**config.mk**
```make
export PLATFORM = sky130hd
export DESIGN_NAME = core_sequencer
export DESIGN_NICKNAME = d
export VERILOG_FILES = /design/src/rtl/core_sequencer.sv
export SDC_FILE = /design/constraint.sdc
export NUM_CORES = 1
export LEC_CHECK = 0
export ABC_AREA = 1
export CORE_MARGIN = 4
export CORE_UTILIZATION = 46
export CTS_CLUSTER_SIZE = 25
export DETAILED_ROUTE_END_ITERATION = 12
export PLACE_DENSITY = 0.88
export REMOVE_ABC_BUFFERS = 1
export SYNTH_ARGS = -nofsm -noshare
export SYNTH_HDL_FRONTEND = slang
export SYNTH_SLANG_ARGS = --single-unit
```
**constraint.sdc**
```tcl
create_clock -name clk -period 2.2 [get_ports clk]
set_input_delay 0.33 -clock clk [delete_from_list [all_inputs] [get_ports clk]]
set_output_delay 0.33 -clock clk [all_outputs]
set_load 0.05 [all_outputs]
```
**src/rtl/core_sequencer.sv**
```systemverilog
`default_nettype none
// ============================================================================
// Module   : core_sequencer
// Purpose  : Multicycle fetch/decode/execute controller. Owns the PC and IR,
//            issues register-file and data-memory strobes and resolves branches.
// Revision : 1.0 - initial release
// ============================================================================
module core_sequencer #(
    parameter int              PC_W     = 16,
    parameter logic [PC_W-1:0] RESET_PC = '0
) (
    input  logic            clk,
    input  logic            rst_n,
    input  logic            run,
    output logic            imem_req,
    output logic [PC_W-1:0] imem_addr,
    input  logic            imem_ack,
    input  logic [31:0]     imem_rdata,
    output logic [31:0]     ir,
    input  logic            dec_load_en,
    input  logic            dec_write_en,
    input  logic            dec_data_sel,
    input  logic            dec_j,
    input  logic [1:0]      dec_bsel,
    input  logic [15:0]     dec_im_offset,
    input  logic            a_zero,
    input  logic [PC_W-1:0] a_value,
    output logic            rf_we,
    output logic            dmem_req,
    output logic            dmem_we,
    input  logic            dmem_ack,
    output logic [PC_W-1:0] pc,
    output logic            halted,
    output logic            illegal
);

    typedef enum logic [2:0] {
        S_FETCH  = 3'd0,
        S_FWAIT  = 3'd1,
        S_DECODE = 3'd2,
        S_EXEC   = 3'd3,
        S_MEM    = 3'd4,
        S_HALT   = 3'd5
    } state_t;

    localparam logic [4:0] c_first_illegal_op = 5'd22;

    state_t          r_state;
    logic [PC_W-1:0] r_pc;
    logic [31:0]     r_ir;
    logic            r_imem_req;
    logic            r_rf_we;
    logic            r_dmem_req;
    logic            r_dmem_we;
    logic            r_halted;
    logic            r_illegal;

    logic [31:0]     w_off_ext;
    logic [PC_W-1:0] w_pc_inc;
    logic [PC_W-1:0] w_rel_target;
    logic [PC_W-1:0] w_branch_pc;
    logic            w_taken;
    logic            w_alu;
    logic            w_ir_illegal;

    // Offsets are relative to the branch's own address; PC_W is assumed <= 32.
    assign w_off_ext    = {{16{dec_im_offset[15]}}, dec_im_offset};
    assign w_pc_inc     = r_pc + PC_W'(1);
    assign w_rel_target = r_pc + w_off_ext[PC_W-1:0];
    assign w_alu        = dec_load_en & ~dec_data_sel;
    assign w_ir_illegal = (r_ir[31:27] >= c_first_illegal_op);

    always_comb begin
        w_taken = 1'b1;
        case (dec_bsel)
            2'b00:   w_taken = a_zero;
            2'b01:   w_taken = ~a_zero;
            default: w_taken = 1'b1;
        endcase
    end

    always_comb begin
        w_branch_pc = w_pc_inc;
        if (w_taken)
            w_branch_pc = (dec_bsel == 2'b11) ? a_value : w_rel_target;
    end

    always_ff @(posedge clk or negedge rst_n) begin
        if (!rst_n) begin
            r_state    <= S_FETCH;
            r_pc       <= RESET_PC;
            r_ir       <= '0;
            r_imem_req <= 1'b0;
            r_rf_we    <= 1'b0;
            r_dmem_req <= 1'b0;
            r_dmem_we  <= 1'b0;
            r_halted   <= 1'b0;
            r_illegal  <= 1'b0;
        end else begin
            r_rf_we <= 1'b0;
            case (r_state)
                S_FETCH: begin
                    if (run) begin
                        r_imem_req <= 1'b1;
                        r_state    <= S_FWAIT;
                    end
                end
                S_FWAIT: begin
                    if (imem_ack) begin
                        r_ir       <= imem_rdata;
                        r_imem_req <= 1'b0;
                        r_state    <= S_DECODE;
                    end
                end
                S_DECODE: begin
                    if (w_ir_illegal) begin
                        r_illegal <= 1'b1;
                        r_halted  <= 1'b1;
                        r_state   <= S_HALT;
                    end else begin
                        // Decoder outputs are already stable here, so the ALU
                        // write strobe can be registered to coincide with EXEC.
                        r_rf_we <= w_alu;
                        r_state <= S_EXEC;
                    end
                end
                S_EXEC: begin
                    if (w_alu) begin
                        r_pc    <= w_pc_inc;
                        r_state <= S_FETCH;
                    end else if (dec_data_sel || dec_write_en) begin
                        r_dmem_req <= 1'b1;
                        r_dmem_we  <= ~dec_data_sel;
                        r_state    <= S_MEM;
                    end else if (dec_j) begin
                        r_pc    <= w_branch_pc;
                        r_state <= S_FETCH;
                    end else begin
                        r_pc    <= w_pc_inc;
                        r_state <= S_FETCH;
                    end
                end
                S_MEM: begin
                    if (dmem_ack) begin
                        // Load data is written back in the cycle after the ack.
                        r_rf_we    <= ~r_dmem_we;
                        r_dmem_req <= 1'b0;
                        r_dmem_we  <= 1'b0;
                        r_pc       <= w_pc_inc;
                        r_state    <= S_FETCH;
                    end
                end
                S_HALT: begin
                    r_state <= S_HALT;
                end
                default: begin
                    r_state <= S_FETCH;
                end
            endcase
        end
    end

    assign imem_req  = r_imem_req;
    assign imem_addr = r_pc;
    assign ir        = r_ir;
    assign rf_we     = r_rf_we;
    assign dmem_req  = r_dmem_req;
    assign dmem_we   = r_dmem_we;
    assign pc        = r_pc;
    assign halted    = r_halted;
    assign illegal   = r_illegal;

endmodule
`default_nettype wire

```
## After elaboration in Yosys (flattened, before gate mapping)

Index checks and enable logic that the tools add are counted.

| word-level totals | value |
|---|---|
| register bits after elaboration | 56 |
| input bits | 76 |
| output and inout port bits | 70 |
| word-level logic and storage cells | 67 |

| cells by class | value |
|---|---|
| add/subtract/negate cells | 2 |
| magnitude comparators | 1 |
| eq/ne operators | 13 |
| muxes and demuxes | 28 |
| bitwise logic cells | 4 |
| reduce and logical (&&, ||, !) cells | 11 |

Operator list:

| operator | number |
|---|---|
| two-way mux 16 bit | 6 |
| one-hot mux 16 bit (2 select lines) | 1 |
| two-way mux 3 bit | 6 |
| one-hot mux 3 bit (6 select lines) | 1 |
| adder 16 x 1 -> 16 bit (second input constant) | 1 |
| adder 16 bit | 1 |
| != test 2 bit (second input constant) | 5 |
| one-hot mux 1 bit (2 select lines) | 5 |
| two-way mux 1 bit | 9 |
| AND reduction 3 bit | 3 |
| == test 3 x 2 -> 1 bit (second input constant) | 2 |
| == test 3 bit (second input constant) | 2 |
| >= comparator 5 bit (second input constant) | 1 |
| AND reduction 2 bit | 2 |
| AND reduction 4 bit | 1 |
| nonzero test 2 bit | 2 |
| == test 3 x 1 -> 1 bit (second input constant) | 1 |
| zero test 3 bit | 1 |
| != test 3 bit (second input constant) | 1 |
| inverter 1 bit | 3 |
| == test 2 x 1 -> 1 bit (second input constant) | 1 |
| == test 2 bit (second input constant) | 1 |
| zero test 2 bit | 1 |
| bitwise AND 1 bit | 1 |
| logical OR 1 bit | 1 |

## Longest topological paths before layout

| depth | value |
|---|---|
| word-level depth | 7 |
| depth in mapped cells | 13 |
| mapped depth without buffers | 13 |

## Worst setup path after synthesis

Ideal clock, no wire load.

| path | value |
|---|---|
| kind | register to register |
| start point | reg r_pc[0], in the netlist imem_addr[0] |
| end point | reg r_pc[12], in the netlist imem_addr[12] |
| library setup time | 0.118 ns |
| arrival | 1.960 ns |
| data required time | 2.082 ns |
| slack | 0.122 ns |
| cell stages (with the launch flop) | 12 |
| path buffers | 0 |
| period minus slack after synthesis | 2.078 ns |
| cell sequence | dfrtp_1 -> ha_1 -> fa_1 -> nand2_1 -> nand2_1 -> and2_1 -> nand3_1 -> nand4_1 -> nand3_1 -> nand2_1 -> nand2_1 -> nand2_1 |

| on the way | value |
|---|---|
| cells in the longest elaborated chain, start to end | 7 |
| elaborated cells between the ends (all ways) | 9 |
| classes of those cells | 2 x add/sub; 7 x mux |

Ends and longest elaborated chain:

| element | RTL line | RTL |
|---|---|---|
| start: declaration | 49 | `logic [PC_W-1:0] r_pc;` |
| start signal: assignment | 129 | `r_pc <= w_pc_inc;` |
| start signal: assignment | 136 | `r_pc <= w_branch_pc;` |
| start signal: assignment | 139 | `r_pc <= w_pc_inc;` |
| adder 16 bit | 69 | `assign w_rel_target = r_pc + w_off_ext[PC_W-1:0];` |
| two-way mux 16 bit | 85 | `w_branch_pc = (dec_bsel == 2'b11) ? a_value : w_rel_target;` |
| two-way mux 16 bit | 84 | `if (w_taken)` |
| two-way mux 16 bit | 135 | `end else if (dec_j) begin` |
| two-way mux 16 bit | 131 | `end else if (dec_data_sel \|\| dec_write_en) begin` |
| two-way mux 16 bit | 128 | `if (w_alu) begin` |
| one-hot mux 16 bit (2 select lines) (*) | 101 | `case (r_state)` |

Mark *: on every way between the ends. The rest lies on a longest branch, timed or not. The select of a mux whose other input is x is not followed.
A chain may end at the register's enable or synchronous reset.

## Worst setup path in the final report

| path | value |
|---|---|
| start point | reg r_pc[9], in the netlist imem_addr[9] |
| end point | out pc[9] |

RTL lines:

| element | RTL line | RTL |
|---|---|---|
| end: declaration | 32 | `output logic [PC_W-1:0] pc,` |

No word-level cell between the ends.

==> reports/results.ini <==
[sta]
maxSlewHeadroom = 0.586
finalHoldViolCount = 0
fin_crit_sh = 0.940
max_freq_ghz = 0.484
tightest_slew_ns = 0.621
post-route-min-period_ns = 2.07
rsz0062_at_grt = false
slew_viol_final = 0
finClkSkew_ns = 0.00555
setup_violations = 0

[synth]
synth_cell_types = 38
ys.flop_type = dfrtp_1
synth_edf_count = 0
ys_seq_area_frac = 0.347
syn_inst = 543
async_flop_share = 1.00
synth_seq_cells = 56
yosysWarnings = 0
syn_avg_cell_area_um2 = 7.43
synth_area_um2 = 4040

[floorplan]
start_util = 0.481
core_um2 = 8380
pin_count = 146
fp.dieArea_um2 = 10300
rows = 33
die_y_um = 102
die_x_um = 102

[global_route]
grt_use_total = 0.213
grt_max_degree = 33
antenna_found_initial = 0
grt_pass1_vias = 4011
grt_first_pass_wirelength_um = 17800
grt-ovfl-total = 0

[cts]
clkTransAtPathRegs_ns = 0.11
clock-sinks = 56
post_cts_buffers = 0
clock_path_buffers = 2
clk_latency_ns = 0.31
htreeDepth = 2
cts_resized = 0
clockRootBuffer = clkbuf_8
cts_tree = yes
cts_hold_buf = 0
cts_buffers = 5

[layout]
n_antenna_cell = 0
final_cell_area_um2 = 5610
syn_to_final_growth_pct = 39.1
nets = 771
drive_above_1_share = 0.0928

[placement]
gp_congestion = 0.919
io_buffers = 145
place_hpwl_um = 8770
place_area_um2 = 5520

[power_and_ir_drop]
power_w = 0.00899
clockPowerShare = 0.065
ir_worst_vdd_mv = 0.987
p_switching_w = 0.00490
p_comb_frac = 0.706
intPower_w = 0.00409
p_per_area_nw_per_um2 = 1600
power_leakage_nw = 2.81
seqPwrFrac = 0.229
p_sw_frac = 0.545

[routing]
ant_nets = 0
wl_per_cell_um = 14.0
drt_wl_total_um = 11000
drc = 0
drtIter0Drc = 136
vias = 4001
drt-pass1-iter-count = 5
via_per_inst = 5.10

[setup_path]
crit_arrival_ns = 1.74
crit_path_start = imem_addr[9]$_DFFE_PN0P_
slowest_delay_ns = 0.88
crit_fanout = 10
start_kind = flip-flop
path_class = reg -> out
worst-path-buf-inv = 1
required_ns = 1.87
worst_path_max_delay_cell = clkdlybuf4s50_1
cp_cell_sequence = clkdlybuf4s50_1
cp_top_family = buffers and inverters
rr_startpoint = imem_addr[9]$_DFFE_PN0P_
crit_path_end_kind = output port

[run]
maxCapViolations = 0

[min_path]
min_path_type = in -> async

[outcome]
outcome = finished clean

==> flip-flops by register name (all words and copies together), names as in the netlist <==
name       count
dmem_req       1
dmem_we        1
imem_req       1
imem_addr     16
illegal        1
rf_we          1
r_state        3
ir            32
==> through the flow <==
step                setup TNS, ns  utilization  cells  hold slack [ns]  setup slack, ns
global placement                0        0.659    776            0.382           0.0180
finish                          0        0.670    784           0.0225            0.132
floorplan                  -0.943            -    516           0.0344           -0.198
detailed placement        -0.0160        0.659    776            0.380          -0.0137
global route                    0        0.670    784           0.0577           0.0313
CTS                             0        0.670    784           0.0323            0.116
==> layer usage <==
layer  share of wire  track usage
met5               0            0
met4           0.020       0.0757
met3           0.096       0.0544
met2            0.50        0.387
met1            0.38        0.240
==> power by group through the flow <==
stage	Combinational (W)	Sequential, W	Clock, W
2_1_floorplan	0.00219	0.00411	0
3_3_place_gp	0.00621	0.00203	0
3_5_place_dp	0.00633	0.00207	0
4_1_cts	0.00635	0.00205	0.000619
5_1_grt	0.00678	0.00214	0.000652
6_report	0.00635	0.00206	0.000585
==> final cells by class <==
cell class	instances	area, um2
Fill cell	712	2770
Multi-Input combinational cell	387	2150
Tap cell	105	131
Timing Repair Buffer	155	1560
Clock inverter	3	22.5
Inverter	73	274
Sequential cell	56	1400
Clock buffer	5	68.8
==> synth_stat cells (3+ instances only) <==
cell type    n  area share
buf_4       19       0.035
inv_1       69       0.064
o21ai_0     14       0.017
mux2_4      16       0.060
nand4_1      3      0.0047
mux2_2      15       0.042
xor2_1       6       0.013
inv_2        4      0.0037
nor2_1      55       0.051
dfrtp_1     56        0.35
xnor2_1      3      0.0065
buf_6        4       0.011
and2_1       3      0.0047
ha_1        16       0.050
o211ai_1     3      0.0056
nand3_1     37       0.046
nand2_1    163        0.15
a21oi_1     26       0.032
nor3_1       7      0.0087
==> final timing paths <==
| kind | endpoint | slack (ns) | depth (start not counted) |
|---|---|---|---|
| max | pc[9] | 0.13 | 1 |
| min | ir[16]$_DFFE_PN0P_ | 0.02 | 1 |
| max reg2reg | imem_addr[10]$_DFFE_PN0P_ | 0.21 | 10 |
| min reg2reg | ir[22]$_DFFE_PN0P_ | 0.52 | 1 |
| max in group asynchronous | ir[27]$_DFFE_PN0P_ | 1.59 | 2 |
| min in group clk | ir[22]$_DFFE_PN0P_ | 0.52 | 1 |
==> kinds of logic (layout without fill, tap and decap cells) <==
logic type,Yosys count,after routing,share of synthesized area
simple gates,277,277,0.284
buf+inv,100,236,0.119
flops,56,56,0.347
compound gates,53,53,0.0744
mux,31,31,0.101
fa+ha+maj,17,17,0.0546
xor+xnor,9,9,0.0195
==> cells in the final DEF (no fill, tap or decap), drive strengths merged, types with 2 or more instances in the layout <==
master / synthesis / layout
o31ai: 2 / 2
xnor2: 3 / 3
ha: 16 / 16
o21ai: 15 / 15
buf: 25 / 11
a21oi: 27 / 27
o211ai: 3 / 3
clkdlybuf4s50: 0 / 144
clkbuf: 2 / 5
nand3: 37 / 37
and2: 3 / 3
nor2: 57 / 57
nand4: 3 / 3
or2: 3 / 3
nor3: 9 / 9
dfrtp: 56 / 56
inv: 73 / 74
xor2: 6 / 6
mux2: 31 / 31
clkinv: 0 / 2
nand2: 164 / 164
(Power assumes the default switching activity.)
